<file path="config.mk">
export PLATFORM = sky130hd
export DESIGN_NAME = bmlp_compute_unit_flat
export DESIGN_NICKNAME = d
export VERILOG_FILES = /design/src/rtl/bmlp_compute_unit_if.sv /design/src/rtl/bmlp_compute_unit.sv /design/src/flat_wrapper.sv
export SDC_FILE = /design/constraint.sdc
export NUM_CORES = 1
export LEC_CHECK = 0
export CORE_MARGIN = 2
export CORE_UTILIZATION = 40
export DETAILED_ROUTE_END_ITERATION = 8
export GPL_TIMING_DRIVEN = 0
export SYNTH_ARGS = -nofsm -noshare
export SYNTH_HDL_FRONTEND = slang
export SYNTH_SLANG_ARGS = --single-unit
</file>
<file path="constraint.sdc">
create_clock -name clk -period 8.28 [get_ports clk]
set_clock_uncertainty 0.2 [all_clocks]
set_input_delay 1.242 -clock clk [delete_from_list [all_inputs] [get_ports clk]]
set_output_delay 1.242 -clock clk [all_outputs]
set_load 0.005 [all_outputs]
</file>
<file path="src/rtl/bmlp_compute_unit_if.sv">
// Controller-to-datapath bus of the binary-MLP compute unit.
// The controller (master) sequences layers, addresses and operands; the
// compute unit (slave) returns the activation read port, the class bit and
// the accumulator for observation.
interface bmlp_compute_unit_if #(
    parameter int ACC_W = 15,
    parameter int RF_AW = 7
);
    logic [2:0]       layer;
    logic             g_reg_rst7;
    logic             rf_wen;
    logic             rf_ren;
    logic [RF_AW-1:0] rf_waddr;
    logic [RF_AW-1:0] rf_raddr;
    logic [8:0]       d9;
    logic             w;
    logic             bin_class;
    logic             rf_d1;
    logic [ACC_W-1:0] tb_gated_reg_q;

    modport master (
        output layer, g_reg_rst7, rf_wen, rf_ren, rf_waddr, rf_raddr, d9, w,
        input  bin_class, rf_d1, tb_gated_reg_q
    );

    modport slave (
        input  layer, g_reg_rst7, rf_wen, rf_ren, rf_waddr, rf_raddr, d9, w,
        output bin_class, rf_d1, tb_gated_reg_q
    );
endinterface

</file>
<file path="src/rtl/bmlp_compute_unit.sv">
// Binary-MLP compute datapath: saturating signed accumulator, binarisation
// of each finished neuron into a ping-pong activation register file, and the
// final class bit. All sequencing comes from the external controller.
module bmlp_compute_unit #(
    parameter int ACC_W      = 15,
    parameter int RF_DEPTH   = 128,
    parameter int LAST_LAYER = 3
) (
    input  logic                 clk,
    input  logic                 rst,   // asynchronous, active-low
    bmlp_compute_unit_if.slave   bus
);
    localparam logic [2:0] LAST_L = 3'(LAST_LAYER);

    // Saturation bounds expressed one bit wider than the accumulator so the
    // raw sum can be compared before it is narrowed.
    localparam logic signed [ACC_W:0] SAT_MAX = {2'b00, {(ACC_W-1){1'b1}}};
    localparam logic signed [ACC_W:0] SAT_MIN = {2'b11, {(ACC_W-1){1'b0}}};

    logic                    w_active;
    logic                    w_act;
    logic                    w_wbank;
    logic                    w_rbank;
    logic signed [ACC_W-1:0] w_feat;
    logic signed [ACC_W-1:0] w_term;
    logic signed [ACC_W:0]   w_sum;
    logic signed [ACC_W-1:0] w_acc_next;

    logic signed [ACC_W-1:0] r_acc;
    logic [RF_DEPTH-1:0]     r_rf [2];
    logic                    r_rf_d1;
    logic                    r_bin_class;

    // Layers 0 and anything past the output layer leave the datapath frozen.
    assign w_active = (bus.layer != 3'd0) && (bus.layer <= LAST_L);
    // Non-negative accumulator binarises to 1.
    assign w_act    = ~r_acc[ACC_W-1];
    // Odd layers write bank 1 and read bank 0; even layers the reverse.
    assign w_wbank  = bus.layer[0];
    assign w_rbank  = ~bus.layer[0];
    assign w_feat   = {{(ACC_W-9){bus.d9[8]}}, bus.d9};

    // Select the signed term for this cycle and form the saturated sum.
    always_comb begin
        // NOTE: every output of this block gets a default first so no path
        // leaves a value unassigned, which would otherwise infer a latch.
        w_term     = '0;
        w_acc_next = r_acc;
        if (bus.layer == 3'd1) begin
            w_term = bus.w ? w_feat : -w_feat;
        end else begin
            w_term = (bus.rf_d1 ~^ bus.w) ? {{(ACC_W-1){1'b0}}, 1'b1} : '1;
        end
        w_sum = {r_acc[ACC_W-1], r_acc} + {w_term[ACC_W-1], w_term};
        if (w_sum > SAT_MAX) begin
            w_acc_next = SAT_MAX[ACC_W-1:0];
        end else if (w_sum < SAT_MIN) begin
            w_acc_next = SAT_MIN[ACC_W-1:0];
        end else begin
            w_acc_next = w_sum[ACC_W-1:0];
        end
    end

    // Accumulator: held in idle layers, cleared at neuron start, else summed.
    always_ff @(posedge clk or negedge rst) begin
        // NOTE: state registers use non-blocking assignments so every flop
        // samples the pre-edge values of the others, independent of order.
        if (!rst) begin
            r_acc <= '0;
        end else if (w_active) begin
            r_acc <= bus.g_reg_rst7 ? '0 : w_acc_next;
        end
    end

    // Activation register file: capture the current neuron's binary output.
    always_ff @(posedge clk or negedge rst) begin
        // NOTE: the activation store is built from flops with a full reset so
        // a reset mid-layer leaves no stale activations from the old run.
        if (!rst) begin
            for (int b = 0; b < 2; b++) begin
                r_rf[b] <= '0;
            end
        end else if (bus.rf_wen && w_active) begin
            r_rf[w_wbank][bus.rf_waddr] <= w_act;
        end
    end

    // Registered RF read port; a same-cycle write to the same cell returns old data.
    always_ff @(posedge clk or negedge rst) begin
        if (!rst) begin
            r_rf_d1 <= 1'b0;
        end else if (bus.rf_ren) begin
            r_rf_d1 <= r_rf[w_rbank][bus.rf_raddr];
        end
    end

    // Class bit: the output layer's neuron activation, captured on its write.
    always_ff @(posedge clk or negedge rst) begin
        if (!rst) begin
            r_bin_class <= 1'b0;
        end else if (bus.rf_wen && (bus.layer == LAST_L)) begin
            r_bin_class <= w_act;
        end
    end

    assign bus.tb_gated_reg_q = r_acc;
    assign bus.rf_d1          = r_rf_d1;
    assign bus.bin_class      = r_bin_class;

endmodule

</file>
<file path="src/flat_wrapper.sv">
// flat-port wrapper written by rule: the top's interface ports become plain ports
module bmlp_compute_unit_flat 
#(
    parameter int ACC_W      = 15,
    parameter int RF_DEPTH   = 128,
    parameter int LAST_LAYER = 3
)
  (clk, rst, bus_layer, bus_g_reg_rst7, bus_rf_wen, bus_rf_ren, bus_rf_waddr, bus_rf_raddr, bus_d9, bus_w, bus_bin_class, bus_rf_d1, bus_tb_gated_reg_q);
  bmlp_compute_unit_if #(.ACC_W(ACC_W)) bus_i ();
  input  logic clk;
  input  logic rst;
  input wire logic [$bits(bus_i.layer)-1:0] bus_layer;
  input wire logic [$bits(bus_i.g_reg_rst7)-1:0] bus_g_reg_rst7;
  input wire logic [$bits(bus_i.rf_wen)-1:0] bus_rf_wen;
  input wire logic [$bits(bus_i.rf_ren)-1:0] bus_rf_ren;
  input wire logic [$bits(bus_i.rf_waddr)-1:0] bus_rf_waddr;
  input wire logic [$bits(bus_i.rf_raddr)-1:0] bus_rf_raddr;
  input wire logic [$bits(bus_i.d9)-1:0] bus_d9;
  input wire logic [$bits(bus_i.w)-1:0] bus_w;
  output wire logic [$bits(bus_i.bin_class)-1:0] bus_bin_class;
  output wire logic [$bits(bus_i.rf_d1)-1:0] bus_rf_d1;
  output wire logic [$bits(bus_i.tb_gated_reg_q)-1:0] bus_tb_gated_reg_q;
  assign bus_i.layer = bus_layer;
  assign bus_i.g_reg_rst7 = bus_g_reg_rst7;
  assign bus_i.rf_wen = bus_rf_wen;
  assign bus_i.rf_ren = bus_rf_ren;
  assign bus_i.rf_waddr = bus_rf_waddr;
  assign bus_i.rf_raddr = bus_rf_raddr;
  assign bus_i.d9 = bus_d9;
  assign bus_i.w = bus_w;
  assign bus_bin_class = bus_i.bin_class;
  assign bus_rf_d1 = bus_i.rf_d1;
  assign bus_tb_gated_reg_q = bus_i.tb_gated_reg_q;
  bmlp_compute_unit #(.ACC_W(ACC_W), .RF_DEPTH(RF_DEPTH), .LAST_LAYER(LAST_LAYER)) u_core (.clk(clk), .rst(rst), .bus(bus_i));
endmodule
</file>
==> impl_metrics.json <==
{
  "post_cts_buffers": 0,
  "antennaDiodeCount": 0,
  "final_util_pct": 46.2,
  "grt_pass1_wl_mm": 80.5,
  "core.rowCount": 69,
  "die_area_um2": 37200,
  "design.core.area_um2": 35300,
  "min_period_ns": 5.39,
  "layout-drive-gt1-share_pct": 8.82,
  "synth_top_area_share_pct": 47.9,
  "p_sw_share_pct": 31.6,
  "synthArstFlopShare_pct": 100,
  "fmaxAchievable_mhz": 186,
  "antenna_found_initial": 1,
  "vias_per_cell": 6.74,
  "pwr_density_cell_nw_per_um2": 229,
  "p_int_mw": 2.56,
  "hold_buffers": 0,
  "arrival_ns": 5.64,
  "ys_types": 61,
  "leakage_nw": 6.59,
  "numPortBuffers": 41,
  "peakVddDrop_v": 0.000200,
  "netlist_instances": 1345,
  "clock_sinks": 273,
  "synth_area_per_cell_um2": 10.6,
  "power_frac_comb_pct": 23.5,
  "syn-num-nets": 1394,
  "p_sw_mw": 1.18,
  "pwr-share-seq_pct": 39.6,
  "synth-seq-area-share_pct": 47.9,
  "drt_iter0_drc": 1519,
  "finalCritPeriodShare_pct": 65.1,
  "grt_max_degree": 98,
  "root_buffer": "clkbuf_16",
  "power_frac_clock_pct": 36.9,
  "synthFlopType": "dfrtp_1",
  "cts_tree": "built",
  "worstSkewPairLatency_ns": 0.57,
  "hold_ws_ns": 0.305,
  "instances_no_fill": 1901,
  "die_y_um": 193,
  "hold_violations": 0,
  "vias": 12813,
  "cts_resized": 0,
  "clockBufferDepth": 3,
  "place_congestion": 0.964,
  "drv_slew": 0,
  "drcViolationCount": 0,
  "overflow": 0,
  "outcome": "complete, no violations",
  "grt_pass1_vias": 12581,
  "crit_path_start_kind": "input port",
  "cts_made_buffers": 31,
  "ys_top_cells_by_area": "dfrtp_1, o31ai_1, o21ai_0",
  "cp_data_required_time_ns": 8.53,
  "cap_violations": 0,
  "drtAntennaViolNets": 0,
  "critical_path_class": "input port to flop",
  "wl_mm": 54.5,
  "wire_per_inst_um": 28.6,
  "setup_viol": 0,
  "yosysWarnings": 0,
  "rsz0062_at_grt": "no",
  "critical_path.max_fanout": 10,
  "dp_hpwl_mm": 36.1,
  "syn_to_final_growth_pct": 14.4,
  "synth-edff-count": 0,
  "fin_nets": 1470,
  "hold_path_class": "flop to flop",
  "htree_levels": 1,
  "ys_seq_elements": 273,
  "die_w_um": 193,
  "first_pass_iters": 5,
  "io_pins": 49,
  "tightest_slew_ns": 1.24,
  "synth_top_cell_by_area": "dfrtp_1",
  "grt_usage_pct": 29.6,
  "setup.worst_path.end_class": "flop",
  "max-slew-margin-rel_pct": 17.5,
  "initial_core_util_pct": 40.4,
  "cts.clk_slew.worst_paths_ns": 0.06,
  "dp_cells": 1849,
  "syn-cell-area_um2": 14300
}
cells in the mapped netlist, drive strengths merged (3+ instances only):
library cell and n:
a211oi 3, a21o 7, a21oi 24, a221o 11, a22o 4, a22oi 6, a311o 4, a31oi 3
and2 3, and3 5, buf 23, clkbuf 137, dfrtp 273, ha 16, inv 8, mux2i 26
mux4 56, nand2 51, nand2b 4, nand3 21, nand3b 6, nand4 3, nor2 29, nor2b 10
nor3 16, nor4 3, o211ai 8, o21a 4, o21ai 274, o221ai 4, o31ai 258, or3 4
xnor2 9, xor2 4
power groups by stage:
| stage | combinational [mW] | clock (mW) | sequential, mW |
|---|---|---|---|
| floorplan | 0.550 | 0 | 1.49 |
| global placement | 0.850 | 0 | 1.50 |
| detailed placement | 0.863 | 0 | 1.50 |
| CTS | 0.867 | 1.39 | 1.48 |
| global route | 0.961 | 1.45 | 1.49 |
| finish | 0.877 | 1.38 | 1.48 |
cells by family (layout without fill, tap and decap cells):
family          count (synthesis)  in the layout  synth area share [%]
compound gates                626            626                  28.3
flops                         273            273                  47.9
buf+inv                       168            263                  4.81
simple gates                  164            164                  5.69
mux                            84             84                  11.0
fa+ha+maj                      17             17                  1.54
xor+xnor                       13             13                 0.798
stage by stage:
step / TNS, ns / setup slack (ns) / total power [mW] / area (um2)
2_1_floorplan: 0 / 3.31 / 2.04 / 14300
3_3_place_gp: -1741.34 / -6.41 / 2.35 / 15300
3_5_place_dp: 0 / 2.36 / 2.36 / 15300
4_1_cts: 0 / 2.94 / 3.73 / 16300
5_1_grt: 0 / 2.54 / 3.89 / 16300
6_report: 0 / 2.89 / 3.73 / 16300
per-layer routing:
layer / routed length, um / global-route usage (%)
met5: 0 / 0
met1: 21000 / 38.3
met3: 5800 / 6.82
met2: 24600 / 46.5
met4: 3090 / 14.8
layout by cell type (no fill, tap or decap), drive strengths merged, types with 5 or more instances in the layout:
cell type      netlist  layout
a22oi                6       6
nand3               21      21
mux4                56      56
mux2i               26      26
o21ai              274     274
o211ai               8       8
nor2                29      29
inv                  8       9
clkdlybuf4s50        0      40
nand3b               6       6
nor3                16      16
a21o                 7       7
clkinv               0       5
o31ai              258     258
a21oi               24      24
xnor2                9       9
clkbuf             137     180
dfrtp              273     273
and3                 5       5
nand2               51      51
nor2b               10      10
buf                 23      26
a221o               11      11
ha                  16      16
critical path, stage by stage:
cell	delay, ns
buf_6	0.15
buf_6	0.23
buf_4	0.36
and2_1	0.18
clkbuf_1	0.27
nor2_1	0.19
o21ai_1	0.44
o21ai_0	0.32
a21o_1	0.26
ha_1	0.35
a21oi_1	0.15
o21ai_0	0.16
a221oi_1	0.28
o31ai_1	0.17
o2111a_1	0.21
o21a_1	0.20
buf_4	0.18
a221o_1	0.27
final cells by class:
class / count / area, um2
sequential: 273 / 6830
timing repair buffer: 43 / 470
multi-input combinational: 904 / 6750
buffer: 160 / 657
fill: 3305 / 19000
inverter: 8 / 30.0
clock buffer: 43 / 891
clock inverter: 9 / 113
tap: 461 / 577
worst paths after layout:
check | from | endpoint | slack (ns) | cells after the start
setup reg to reg | u_core.bus.rf_d1$_DFFE_PN0P_ | u_core.bus.tb_gated_reg_q[13]$_DFFE_PN0P_ | 4.23 | 13
setup / recovery | bus_layer[0] | u_core.bus.tb_gated_reg_q[13]$_DFFE_PN0P_ | 2.89 | 18
max in group asynchronous | rst | u_core.r_rf[21]$_DFFE_PN0P_ | 6.38 | 2
hold / removal | u_core.r_rf[129]$_DFFE_PN0P_ | u_core.r_rf[129]$_DFFE_PN0P_ | 0.31 | 2
min in group asynchronous | rst | u_core.r_rf[218]$_DFFE_PN0P_ | 0.52 | 1
hold reg to reg | u_core.r_rf[129]$_DFFE_PN0P_ | u_core.r_rf[129]$_DFFE_PN0P_ | 0.31 | 2
sequential cells by signal, indices dropped and copies added (netlist names):
signal                     flops
u_core.bus.bin_class           1
u_core.r_rf                  256
u_core.bus.rf_d1               1
u_core.bus.tb_gated_reg_q     15
No activity file was read; power rests on OpenSTA's default activity.
